--- src/rtl/ecc_operand_seq.sv ---
// ecc_operand_seq
// Word sequencer in front of one port of the ECC operand RAM. A store command
// writes NUM_WORDS consecutive words starting at the base address. A load
// command reads NUM_WORDS consecutive words and reassembles them into one wide
// operand. Word 0 sits at the base address and is the least significant word.
// All RAM port outputs are registered, so the RAM sees clean signals.
module ecc_operand_seq #(
    parameter int ADDR_WIDTH = 10,
    parameter int DATA_WIDTH = 32,
    parameter int NUM_WORDS  = 12
) (
    input  logic                            clk,
    input  logic                            rst,
    input  logic                            cmd_valid,
    output logic                            cmd_ready,
    input  logic                            cmd_write,
    input  logic [ADDR_WIDTH-1:0]           cmd_addr,
    input  logic [NUM_WORDS*DATA_WIDTH-1:0] wr_operand,
    output logic [NUM_WORDS*DATA_WIDTH-1:0] rd_operand,
    output logic                            rd_valid,
    input  logic                            rd_ready,
    output logic                            ram_en,
    output logic                            ram_we,
    output logic [ADDR_WIDTH-1:0]           ram_addr,
    output logic [DATA_WIDTH-1:0]           ram_din,
    input  logic [DATA_WIDTH-1:0]           ram_dout
);

    localparam int OP_WIDTH  = NUM_WORDS * DATA_WIDTH;
    localparam int CNT_WIDTH = $clog2(NUM_WORDS);
    localparam logic [CNT_WIDTH-1:0] LAST_IDX = CNT_WIDTH'(NUM_WORDS - 1);

    typedef enum logic [2:0] {
        IDLE,
        WRITE,
        READ,
        DRAIN,
        HOLD
    } state_t;

    state_t                state_q, state_d;
    logic [CNT_WIDTH-1:0]  idx_q, idx_d;
    logic [CNT_WIDTH-1:0]  nextIdx;
    logic                  ramEn_q, ramEn_d;
    logic                  ramWe_q, ramWe_d;
    logic [ADDR_WIDTH-1:0] ramAddr_q, ramAddr_d;
    logic [DATA_WIDTH-1:0] ramDin_q, ramDin_d;
    logic [OP_WIDTH-1:0]   wrData_q, wrData_d;
    logic                  capPend_q;
    logic [CNT_WIDTH-1:0]  capIdx_q;
    logic [OP_WIDTH-1:0]   rdOperand_q;

    // Next-state and next RAM-port values. The RAM outputs are computed one
    // cycle ahead, so the word shown in a WRITE/READ cycle was prepared in the
    // previous cycle (the accept cycle, for word 0).
    always_comb begin
        state_d   = state_q;
        idx_d     = idx_q;
        ramEn_d   = 1'b0;
        ramWe_d   = 1'b0;
        ramAddr_d = ramAddr_q;
        ramDin_d  = ramDin_q;
        wrData_d  = wrData_q;
        nextIdx   = idx_q + 1'b1;

        case (state_q)
            IDLE: begin
                if (cmd_valid) begin
                    idx_d     = '0;
                    ramEn_d   = 1'b1;
                    ramAddr_d = cmd_addr;
                    if (cmd_write) begin
                        wrData_d = wr_operand;
                        ramWe_d  = 1'b1;
                        ramDin_d = wr_operand[DATA_WIDTH-1:0];
                        state_d  = WRITE;
                    end else begin
                        state_d  = READ;
                    end
                end
            end
            WRITE: begin
                if (idx_q == LAST_IDX) begin
                    state_d = IDLE;
                end else begin
                    idx_d     = nextIdx;
                    ramEn_d   = 1'b1;
                    ramWe_d   = 1'b1;
                    ramAddr_d = ramAddr_q + 1'b1;
                    ramDin_d  = wrData_q[int'(nextIdx) * DATA_WIDTH +: DATA_WIDTH];
                end
            end
            READ: begin
                if (idx_q == LAST_IDX) begin
                    state_d = DRAIN;
                end else begin
                    idx_d     = nextIdx;
                    ramEn_d   = 1'b1;
                    ramAddr_d = ramAddr_q + 1'b1;
                end
            end
            DRAIN: begin
                state_d = HOLD;
            end
            HOLD: begin
                if (rd_ready) begin
                    state_d = IDLE;
                end
            end
            default: begin
                state_d = IDLE;
            end
        endcase
    end

    // State, word counter and registered RAM-port outputs.
    always_ff @(posedge clk) begin
        if (rst) begin
            state_q   <= IDLE;
            idx_q     <= '0;
            ramEn_q   <= 1'b0;
            ramWe_q   <= 1'b0;
            ramAddr_q <= '0;
            ramDin_q  <= '0;
            wrData_q  <= '0;
        end else begin
            state_q   <= state_d;
            idx_q     <= idx_d;
            ramEn_q   <= ramEn_d;
            ramWe_q   <= ramWe_d;
            ramAddr_q <= ramAddr_d;
            ramDin_q  <= ramDin_d;
            wrData_q  <= wrData_d;
        end
    end

    // Read data returns one cycle after its request; remember which word was
    // requested so it can be dropped into the right slot when it returns.
    always_ff @(posedge clk) begin
        if (rst) begin
            capPend_q <= 1'b0;
            capIdx_q  <= '0;
        end else begin
            capPend_q <= (state_q == READ);
            capIdx_q  <= idx_q;
        end
    end

    // Assemble the load result. Words not yet captured keep their old value.
    always_ff @(posedge clk) begin
        if (rst) begin
            rdOperand_q <= '0;
        end else if (capPend_q) begin
            rdOperand_q[int'(capIdx_q) * DATA_WIDTH +: DATA_WIDTH] <= ram_dout;
        end
    end

    assign cmd_ready  = (state_q == IDLE);
    assign rd_valid   = (state_q == HOLD);
    assign rd_operand = rdOperand_q;
    assign ram_en     = ramEn_q;
    assign ram_we     = ramWe_q;
    assign ram_addr   = ramAddr_q;
    assign ram_din    = ramDin_q;

endmodule

--- config.mk ---
export PLATFORM = sky130hd
export DESIGN_NAME = ecc_operand_seq
export DESIGN_NICKNAME = d
export VERILOG_FILES = /design/src/rtl/ecc_operand_seq.sv
export SDC_FILE = /design/constraint.sdc
export NUM_CORES = 2
export LEC_CHECK = 0
export CORE_AREA = 2 2 331 333
export DETAILED_ROUTE_END_ITERATION = 10
export DIE_AREA = 0 0 333 335
export PLACE_DENSITY = 0.56
export SETUP_SLACK_MARGIN = 0.3
export SLEW_MARGIN = 20
export SYNTH_ARGS = -nofsm -noshare
export SYNTH_HDL_FRONTEND = slang
export SYNTH_SLANG_ARGS = --single-unit
--- constraint.sdc ---
create_clock -name clk -period 4.6 [get_ports clk]
set_input_delay 0.46 -clock clk [delete_from_list [all_inputs] [get_ports clk]]
set_output_delay 0.46 -clock clk [all_outputs]
set_load 0.03 [all_outputs]
==> flow_summary_export.csv <==
group,metric,value,unit
clock_network,clock_latency,680,ps
layout,final_core_util,0.427,
floorplan,core_area,108000,um2
sta,rsz0062_at_grt,"no",
synthesis,synth_nets,4486,
critical_path,slowest_stage,"nand3b_1",
clock_network,clock_sinks,824,
sta,fmax,312,MHz
critical_path,endpoint_kind,"register",
critical_path,cpPeakStageDelay,650,ps
pwr,p_leak,15.9,nW
clock_network,postCtsResizedCells,0,
clock_network,clkSlewWorstSetupHoldPaths,60,ps
critical_path,crit_chain,"nor3_1 -> ha_1 -> nand2_1 -> a21oi_1 -> nand3b_1 -> buf_4 -> mux2i_1 -> nor2_1",
routing,ant_nets,0,
sta,finalHoldViolations,0,
pwr,vdd_ir_drop_max,0.277,mV
grt,grt_usage,0.265,
routing,drt_iter0_markers,2983,
layout,final_cells,6228,
routing,avgViaCountPerCell,5.16,
sta,worst_slew_pin_slew,1160,ps
synthesis,synth_area,33400,um2
clock_network,cts_buffers,92,
synthesis,yosysMostFrequentCell,"nand2_1",
routing,wire_per_inst,24.8,um
floorplan,ios,861,
sta,slew_headroom,0.227,
synthesis,synth_ff_type,"dfxtp_1",
pwr,p_per_area,377,nW/um2
sta,finalSetupViolCount,0,
routing,vias,32100,
sta,layout_setup_ws,1390,ps
synthesis,synth_top_area_frac,0.494,
synthesis,synth-edff-count,0,
layout,nNetsFinal,5148,
routing,firstDrtPassIters,7,
critical_path,crit_path_start_kind,"register",
clock_network,cts_root_buf,"clkbuf_16",
critical_path,required,5120,ps
layout,drive_gt1_frac,0.0750,
floorplan,die_y,335,um
routing,drc,0,
layout,area_growth,38.3,%
status,status,"complete, no violations",
synthesis,synth.avg_cell_area,8.24,um2
sta,fin_crit,3210,ps
placement,dp_slack,1380,ps
clock_network,holdBufCountCts,0,
synthesis,yosys.area.top_type,"dfxtp_1",
clock_network,cts_tree,"done",
synthesis,yosysSeqAreaShare,0.494,
synthesis,synthTopCellsByCount,"1239 x nand2_1, 824 x dfxtp_1, 718 x a21oi_1, 261 x clkbuf_1, 230 x nand3_1",
synthesis,syn-instance-count,4051,
clock_network,clockBufferDepth,3,
sta,drv_slew,0,
floorplan,die-area,112000,um2
grt,grt-ovfl-total,0,
hold_path,hold_class,"in2reg",
sta,fin_skew,42.6,ps
routing,wl,155000,um
critical_path,cp.arrival,3720,ps
placement,io_buffers,860,
floorplan,initial_core_util,0.309,
synthesis,synth.distinct_cells,65,
floorplan,die_x,333,um
critical_path,worst-path-max-fanout,22,
synthesis,synth.area.top_cells,"dfxtp_1 49%, nand2_1 14%, a21oi_1 11%",
grt,grt_pass1_vias,29500,
clock_network,post-cts-setup-buffer-count,0,
synthesis,yosys_register_bits,824,
sta,period_share,0.697,
synthesis,async_reset_ff_frac,0,
placement,dp_hpwl,114000,um
grt,grt_max_degree,132,
placement,gp_congestion,0.904,
flow_run,max_cap_violations,0,
sta,setup_tns,0,ps
grt,grt_pass1_wl,218000,um
clock_network,htreeDepth,3,
placement,dp_cells,6032,
synthesis,ys_warn_count,0,
grt,antenna_found_initial,36,
critical_path,crit_type,"reg2reg",
floorplan,core.rowCount,121,
power by group:
part	internal, mW	total (mW)	switching, mW
combinational	0.978	2.35	1.37
sequential	7.39	7.57	0.178
clock	4.32	7.48	3.16
total	12.7	17.4	4.71
path summary, 6_finish.rpt:
check,start,to,slack [ps],cells after the start
max reg2reg,capIdx_q[2],rd_operand[257],1390,8
min,rst,rd_operand[263],320,2
max,capIdx_q[2],rd_operand[257],1390,8
min reg2reg,rd_operand[44],rd_operand[44],450,2
critical path: cells and delay by family, from the launching register on:
family | cells | cell delay (ps)
AO/OA/AOI/OAI | 1 | 380
adder cells (fa/ha/maj) | 1 | 420
buffers and inverters | 1 | 510
flip-flops | 1 | 470
multiplexers | 1 | 230
AND/OR/NAND/NOR | 4 | 1010
layer usage:
| metal | part of all wire | vias up | GRT usage |
|---|---|---|---|
| met1 | 0.39 | 15500 | 0.326 |
| met5 | 0.0010 | - | 0 |
| met3 | 0.096 | 270 | 0.0803 |
| met4 | 0.050 | 24 | 0.125 |
| met2 | 0.46 | 1348 | 0.426 |
| li1 | - | 15000 | - |
logic make-up after synthesis:
kind of cell               share of synthesized area
buffers and inverters                         0.0516
AOI/OAI and AO/OA                              0.131
and+or+nand+nor                                0.237
muxes                                         0.0843
DFF                                            0.494
xor gates and xnor gates                     0.00101
adders and majority gates                    0.00150
state kept, by name, summed over array words and instances (netlist names):
| name | count |
|---|---|
| capIdx_q | 4 |
| ram_we | 1 |
| capPend_q | 1 |
| ram_din | 32 |
| state_q | 3 |
| rd_operand | 384 |
| ram_en | 1 |
| ram_addr | 10 |
| idx_q | 4 |
| wrData_q | 384 |
area by class of cell:
| type | instances | area (um2) |
|---|---|---|
| flip-flops and latches | 824 | 16500 |
| well taps | 1414 | 1770 |
| multi-input cells | 2814 | 15300 |
| inverters | 41 | 154 |
| fillers | 10900 | 61900 |
| repair buffers | 940 | 9380 |
| clock buffers | 149 | 2790 |
| diodes | 26 | 65.1 |
| clock inverters | 20 | 253 |
cells in the final DEF (no fill, tap or decap), types with 4 or more instances in the layout:
| cell type | count |
|---|---|
| nor2_1 | 89 |
| or3_1 | 10 |
| clkdlybuf4s50_1 | 859 |
| a31oi_1 | 36 |
| buf_4 | 66 |
| nand3b_1 | 4 |
| inv_1 | 41 |
| nand2b_1 | 69 |
| o21ai_0 | 12 |
| and3_1 | 32 |
| a21oi_1 | 717 |
| diode_2 | 26 |
| and2_1 | 9 |
| clkbuf_8 | 23 |
| nor2_2 | 7 |
| clkbuf_1 | 32 |
| nand2_1 | 1237 |
| buf_12 | 13 |
| dfxtp_1 | 823 |
| nor3b_1 | 64 |
| clkinv_2 | 9 |
| a31o_2 | 12 |
| nand3_1 | 228 |
| nor3_1 | 39 |
| a31o_1 | 20 |
| mux4_2 | 96 |
| mux2i_1 | 65 |
| clkbuf_16 | 94 |
stage by stage:
step	area, um2	power [mW]	hold slack, ps
global placement	43000	10.1	438
finish	46200	17.4	318
detailed placement	43000	10.1	443
global route	46100	18.0	308
floorplan	33400	8.93	433
CTS	46100	17.5	284
Note: power is estimated with default switching activity, not from simulation.
